[src/rtl/wb_apb_bridge_pkg.sv]
// Shared types and constants for the Wishbone-to-APB bridge.
package wb_apb_bridge_pkg;

  typedef enum logic [1:0] {
    ST_IDLE   = 2'd0,
    ST_SETUP  = 2'd1,
    ST_ACCESS = 2'd2
  } state_e;

  localparam logic [3:0] PSTRB_READ = 4'b0000;

  // A TIMEOUT of 0 still needs a 1-bit counter so the port widths stay legal.
  function automatic int cnt_width(input int timeout);
    return (timeout < 1) ? 1 : $clog2(timeout + 1);
  endfunction

endpackage

[src/rtl/apb_timeout_cnt.sv]
// Bounded-wait counter for the APB ACCESS phase; a zero limit never expires.
module apb_timeout_cnt #(
  parameter int WIDTH = 8
) (
  input  logic             clk_i,
  input  logic             rst_i,
  input  logic             clear_i,
  input  logic             en_i,
  input  logic [WIDTH-1:0] limit_i,
  output logic             expired_o
);

  logic [WIDTH-1:0] cnt_q;
  logic [WIDTH-1:0] cnt_d;
  logic [WIDTH:0]   cnt_inc;

  // One extra bit on the increment so comparing against the limit never wraps.
  assign cnt_inc   = {1'b0, cnt_q} + {{WIDTH{1'b0}}, 1'b1};
  assign expired_o = en_i && (limit_i != {WIDTH{1'b0}}) && (cnt_inc >= {1'b0, limit_i});

  always_comb begin
    cnt_d = cnt_q;
    if (clear_i) begin
      cnt_d = {WIDTH{1'b0}};
    end else if (en_i) begin
      cnt_d = cnt_inc[WIDTH-1:0];
    end else begin
      cnt_d = cnt_q;
    end
  end

  always_ff @(posedge clk_i) begin
    if (rst_i) begin
      cnt_q <= {WIDTH{1'b0}};
    end else begin
      cnt_q <= cnt_d;
    end
  end

endmodule

[src/rtl/wb_apb_bridge.sv]
// Wishbone B4 pipelined slave to APB4 master, one transfer in flight, with an
// ACCESS-phase timeout so an unresponsive slave turns into wb_err_o.
module wb_apb_bridge
  import wb_apb_bridge_pkg::*;
#(
  parameter int ADDR_WIDTH = 3,
  parameter int DATA_WIDTH = 32,
  parameter int TIMEOUT    = 255
) (
  input  logic                  pclk,
  input  logic                  preset,
  input  logic                  wb_cyc_i,
  input  logic                  wb_stb_i,
  input  logic                  wb_we_i,
  input  logic [ADDR_WIDTH-1:0] wb_adr_i,
  input  logic [3:0]            wb_sel_i,
  input  logic [DATA_WIDTH-1:0] wb_dat_i,
  output logic                  wb_ack_o,
  output logic                  wb_err_o,
  output logic                  wb_stall_o,
  output logic [DATA_WIDTH-1:0] wb_dat_o,
  output logic                  psel,
  output logic                  penable,
  output logic                  pwrite,
  output logic [ADDR_WIDTH-1:0] paddr,
  output logic [DATA_WIDTH-1:0] pwdata,
  output logic [3:0]            pstrb,
  input  logic                  pready,
  input  logic [DATA_WIDTH-1:0] prdata,
  input  logic                  pslverr
);

  localparam int               CNT_W    = cnt_width(TIMEOUT);
  localparam logic [CNT_W-1:0] TO_LIMIT = CNT_W'(TIMEOUT);

  state_e                state_q, state_d;
  logic                  psel_q, psel_d;
  logic                  penable_q, penable_d;
  logic                  pwrite_q, pwrite_d;
  logic [ADDR_WIDTH-1:0] paddr_q, paddr_d;
  logic [DATA_WIDTH-1:0] pwdata_q, pwdata_d;
  logic [3:0]            pstrb_q, pstrb_d;
  logic                  ack_q, ack_d;
  logic                  err_q, err_d;
  logic                  stall_q;
  logic [DATA_WIDTH-1:0] dat_q, dat_d;
  logic                  abort_q, abort_d;
  logic                  to_clear_s;
  logic                  to_en_s;
  logic                  to_expired_s;

  apb_timeout_cnt #(.WIDTH(CNT_W)) u_timeout (
    .clk_i     (pclk),
    .rst_i     (preset),
    .clear_i   (to_clear_s),
    .en_i      (to_en_s),
    .limit_i   (TO_LIMIT),
    .expired_o (to_expired_s)
  );

  // FSM next state plus next values of every registered output.
  always_comb begin
    state_d    = state_q;
    psel_d     = psel_q;
    penable_d  = penable_q;
    pwrite_d   = pwrite_q;
    paddr_d    = paddr_q;
    pwdata_d   = pwdata_q;
    pstrb_d    = pstrb_q;
    ack_d      = 1'b0;
    err_d      = 1'b0;
    dat_d      = dat_q;
    abort_d    = abort_q;
    to_clear_s = 1'b0;
    to_en_s    = 1'b0;
    case (state_q)
      ST_IDLE: begin
        if (wb_cyc_i && wb_stb_i) begin
          state_d   = ST_SETUP;
          psel_d    = 1'b1;
          penable_d = 1'b0;
          pwrite_d  = wb_we_i;
          paddr_d   = wb_adr_i;
          pwdata_d  = wb_dat_i;
          pstrb_d   = wb_we_i ? wb_sel_i : PSTRB_READ;
          abort_d   = 1'b0;
        end else begin
          psel_d    = 1'b0;
          penable_d = 1'b0;
        end
      end
      ST_SETUP: begin
        state_d    = ST_ACCESS;
        penable_d  = 1'b1;
        to_clear_s = 1'b1;
        abort_d    = abort_q | ~wb_cyc_i;
      end
      ST_ACCESS: begin
        // Once the master drops cyc the APB side still finishes, but silently.
        abort_d = abort_q | ~wb_cyc_i;
        to_en_s = ~pready;
        if (pready) begin
          state_d   = ST_IDLE;
          psel_d    = 1'b0;
          penable_d = 1'b0;
          ack_d     = ~pslverr & ~abort_d;
          err_d     = pslverr & ~abort_d;
          if (!pwrite_q && !pslverr) begin
            dat_d = prdata;
          end else begin
            dat_d = dat_q;
          end
        end else if (to_expired_s) begin
          state_d   = ST_IDLE;
          psel_d    = 1'b0;
          penable_d = 1'b0;
          err_d     = ~abort_d;
        end else begin
          state_d = ST_ACCESS;
        end
      end
      default: begin
        state_d   = ST_IDLE;
        psel_d    = 1'b0;
        penable_d = 1'b0;
      end
    endcase
  end

  // State and output registers.
  always_ff @(posedge pclk) begin
    if (preset) begin
      state_q   <= ST_IDLE;
      psel_q    <= 1'b0;
      penable_q <= 1'b0;
      pwrite_q  <= 1'b0;
      paddr_q   <= {ADDR_WIDTH{1'b0}};
      pwdata_q  <= {DATA_WIDTH{1'b0}};
      pstrb_q   <= 4'b0000;
      ack_q     <= 1'b0;
      err_q     <= 1'b0;
      stall_q   <= 1'b0;
      dat_q     <= {DATA_WIDTH{1'b0}};
      abort_q   <= 1'b0;
    end else begin
      state_q   <= state_d;
      psel_q    <= psel_d;
      penable_q <= penable_d;
      pwrite_q  <= pwrite_d;
      paddr_q   <= paddr_d;
      pwdata_q  <= pwdata_d;
      pstrb_q   <= pstrb_d;
      ack_q     <= ack_d;
      err_q     <= err_d;
      stall_q   <= (state_d != ST_IDLE);
      dat_q     <= dat_d;
      abort_q   <= abort_d;
    end
  end

  assign wb_ack_o   = ack_q;
  assign wb_err_o   = err_q;
  assign wb_stall_o = stall_q;
  assign wb_dat_o   = dat_q;
  assign psel       = psel_q;
  assign penable    = penable_q;
  assign pwrite     = pwrite_q;
  assign paddr      = paddr_q;
  assign pwdata     = pwdata_q;
  assign pstrb      = pstrb_q;

endmodule

[config.mk]
export PLATFORM = sky130hd
export DESIGN_NAME = wb_apb_bridge
export DESIGN_NICKNAME = d
export VERILOG_FILES = /design/src/rtl/wb_apb_bridge_pkg.sv /design/src/rtl/apb_timeout_cnt.sv /design/src/rtl/wb_apb_bridge.sv
export SDC_FILE = /design/constraint.sdc
export NUM_CORES = 1
export LEC_CHECK = 0
export BUFFER_PORTS_ARGS = -buffer_cell sky130_fd_sc_hd__buf_4
export CAP_MARGIN = 20
export CORE_MARGIN = 10
export CORE_UTILIZATION = 44
export CTS_BUF_LIST = sky130_fd_sc_hd__clkbuf_8
export CTS_CLUSTER_SIZE = 25
export DETAILED_ROUTE_END_ITERATION = 7
export HOLD_SLACK_MARGIN = 0.15
export MAX_ROUTING_LAYER = met4
export PLACE_DENSITY_LB_ADDON = 0.25
export SLEW_MARGIN = 20
export SYNTH_ARGS = -nofsm -noshare
export SYNTH_HDL_FRONTEND = slang
export SYNTH_SLANG_ARGS = --single-unit
[constraint.sdc]
create_clock -name pclk -period 1.85 [get_ports pclk]
set_input_delay 0.185 -clock pclk [delete_from_list [all_inputs] [get_ports pclk]]
set_output_delay 0.185 -clock pclk [all_outputs]
set_load 0.02 [all_outputs]
==> results.md <==
- Crit-path cells: ha_4 > nand4b_1 > or3_1 > a32o_2 > o41ai_2 > mux2_1
- Initial antenna violation count: 1
- Mean number of vias per cell: 5.02
- Clock Power Share: 31.1%
- CTS tree: yes
- Crit-path max FO: 5
- Mux contribution to synthesized area: 0.626%
- Flop pwr share: 51.8%
- Syn nets: 508
- Cell internal pwr: 2.79 mW
- Initial Util: 46.1%
- CP Launch Type: register
- Clk sinks: 88
- PortBufs: 154
- Clock Latency Late Sink: 0.36 ns
- Yosys warns: 0
- Worst setup EP type: register
- Design Power: 3.85 mW
- Leading area contributor after synthesis: dfxtp_1
- First-pass GRT wire length: 19.6 mm
- Total track usage: 21.5%
- Area contributors post-synth: dfxtp_1 (52%), nand2_1 (16%), a21oi_1 (11%)
- Crit Path Class: register to register
- Status: completed
- Fin crit period: 1.85 ns
- Total grt overflow: 0
- CP Depth: 6
- Worst path top cell family by delay: compound AO/OA/AOI/OAI gates
- Seq/Total Area, Yosys: 51.9%
- Peak VDD IR: 0.000497 V
- Fmax: 0.541 GHz
- Hold depth: 3
- Final HPWL DP: 7.61 mm
- Layout fillers: 489
- Post-Syn Area: 3400 um2
- Place WS: -0.145 ns
- CP required: 2.09 ns
- Row count: 31
- Synth Area in Compound Gates: 15.4%
- Yosys reg bits: 88
- Most common cell after layout, fill and taps aside: buf_4
- Sw frac: 27.5%
- CTS Buf Count: 9
- Lkg Pwr: 2.38 nW
- RSZ-0062 raised after global routing: yes
- Net switching power: 1.06 mW
- CTS Buffer Depth: 2
- Worst-margin pin slew: 0.491 ns
- Final Hold Slack: 0.206 ns
- Combinational Power Share: 17.1%
- Initial DRC count: 202
- Post-synth top area share: 51.9%
- TritonRoute pass-1 iters: 5
- Routed WL per cell: 16.4 um
- CP bufs+invs: 0
- Worst setup margin: 0.000850 ns
- H-tree Lvls: 3
- Die area: 11600 um2
- Largest family of logic cells by synthesized area: simple AND/OR/NAND/NOR gates
- Reg clk slew, reported paths: 0.09 ns
- Share of cells above drive strength 1: 31.5%
- Predominant post-synthesis flop cell: dfxtp_1
- Async set-reset flop share out of synthesis: 0%
- Slowest CP cell: dfxtp_4
- Adder-cell area share of the yosys netlist: 2.21%
- Most frequent cells in the layout: buf_4 (171), nand2_1 (146), dfxtp_1 (84), a21oi_1 (78), dlygate4sd3_1 (74)
- Clock Skew: 0.0112 ns
- Slew margin rel.: 67.3%
- I/O pin total: 155
- Vias in the first global route: 3932
- Die width: 108 um
- Pwr/cell area: 677 nW/um2
- Tcrit/Tclk final: 100%
- Setup TNS Final: 0 ns
- Slowest cell delay on critical path: 0.39 ns
- Critical Path AT: 2.09 ns
- Final setup vio count: 0
- Slew Viols, Final: 0
- Vias: 3798
- Avg Cell Area, Syn: 8.01 um2
- Net count, final: 736
- Layout area overhead: 67.4%
- Final Hold Fails: 0
- GP Congestion: 0.841
- Die height: 108 um
- Worst reg-to-reg path cell count: 6
- Max-cap viol count: 0
- Cell count after synthesis: 424
- Largest net degree at the start of global routing: 50
- Core region area: 7370 um2
- Detail Route Antenna Nets: 0
- Simple-gate share of the synthesized area: 24.6%
- XOR/XNOR Fraction of Synth Area: 1.29%
- Synth cell types: 43
- HP Class: input pin to register
- EDFF count, synth: 0
- Routed WL: 12.4 mm
- CTS root buf: clkbuf_8
- DR DRC count: 0
-- sequential cells by signal, indices dropped and copies added (netlist names) --
register / flops
wb_dat_o: 32
psel: 1
penable: 1
pstrb: 4
paddr: 3
state_q: 2
pwrite: 1
u_timeout.cnt_q: 8
pwdata: 32
wb_stall_o: 1
wb_ack_o: 1
wb_err_o: 1
abort_q: 1
-- power by group through the flow --
stage / clock network (mW) / registers [mW] / logic, mW
after floorplan: 0 / 2.10 / 0.170
after global placement: 0 / 2.03 / 0.498
after detailed placement: 0 / 2.03 / 0.508
after CTS: 1.21 / 1.99 / 0.638
after global routing: 1.31 / 2.00 / 0.707
final: 1.20 / 1.99 / 0.657
-- cell families after synthesis --
| kind of cell | count (synthesis) |
|---|---|
| simple gates | 194 |
| compound gates | 95 |
| flops | 88 |
| buf+inv | 34 |
| fa+ha+maj | 6 |
| xor+xnor | 5 |
| mux | 2 |
-- synthesized netlist by cell type, types with 2 or more instances --
| master | count |
|---|---|
| a211oi_1 | 2 |
| a21oi_1 | 78 |
| buf_1 | 3 |
| clkbuf_1 | 24 |
| dfxtp_1 | 88 |
| ha_1 | 6 |
| inv_1 | 6 |
| nand2_1 | 146 |
| nand2b_1 | 4 |
| nand3_1 | 7 |
| nor2_1 | 12 |
| nor2b_1 | 4 |
| nor3_1 | 4 |
| o21ai_0 | 5 |
| o21bai_1 | 2 |
| or3_1 | 3 |
| xnor2_1 | 3 |
| xor2_1 | 2 |
-- path summary, 6_finish.rpt --
path	slack [ns]	endpoint	from
max reg2reg	0.0008	psel$_SDFFE_PP0P_	u_timeout.cnt_q[0]$_SDFFE_PP0P_
min reg2reg	0.46	pwdata[17]$_SDFFE_PP0P_	pwdata[17]$_SDFFE_PP0P_
min	0.21	wb_ack_o$_SDFF_PP0_	pslverr
max	0.0008	psel$_SDFFE_PP0P_	u_timeout.cnt_q[0]$_SDFFE_PP0P_
-- stage by stage --
stage,utilization [%],instance area (um2),cells
after floorplan,-,3410,424
after global placement,63.7,4690,664
after detailed placement,63.7,4690,664
after CTS,76.5,5640,754
after global routing,77.1,5680,757
final,77.1,5680,757
-- final cells by class --
type	count	area, um2	area share (%)
Tap cell	99	124	2.18
Clock buffer	9	124	2.18
Clock inverter	7	50.0	0.881
Inverter	6	22.5	0.396
Multi-Input combinational cell	302	1560	27.5
Sequential cell	88	1770	31.2
Timing Repair Buffer	245	2020	35.6
Antenna cell	1	2.50	0.0440
-- metal layers --
layer  part of all wire [%]  up-vias  track usage (%)
li1                       -     1852                -
met1                     39     1761             22.3
met2                     51      155             36.6
met3                    8.1       30             7.72
met4                    2.8        0             8.11
met5                      0        -                -
-- tightest hold or removal path, delay by kind of cell --
family	cells	cell delay (ns)
simple gates	2	0.26
buf+inv	1	0.07
-- what timing repair did --
item,CTS,global route
hold buffers,74,0
gates resized for setup,8,7
pin swaps,1,2
setup endpoints to repair,5,6
endpoints found under the hold margin,74,0
buffers inserted,0,2
No activity file was read; power rests on OpenSTA's default activity.
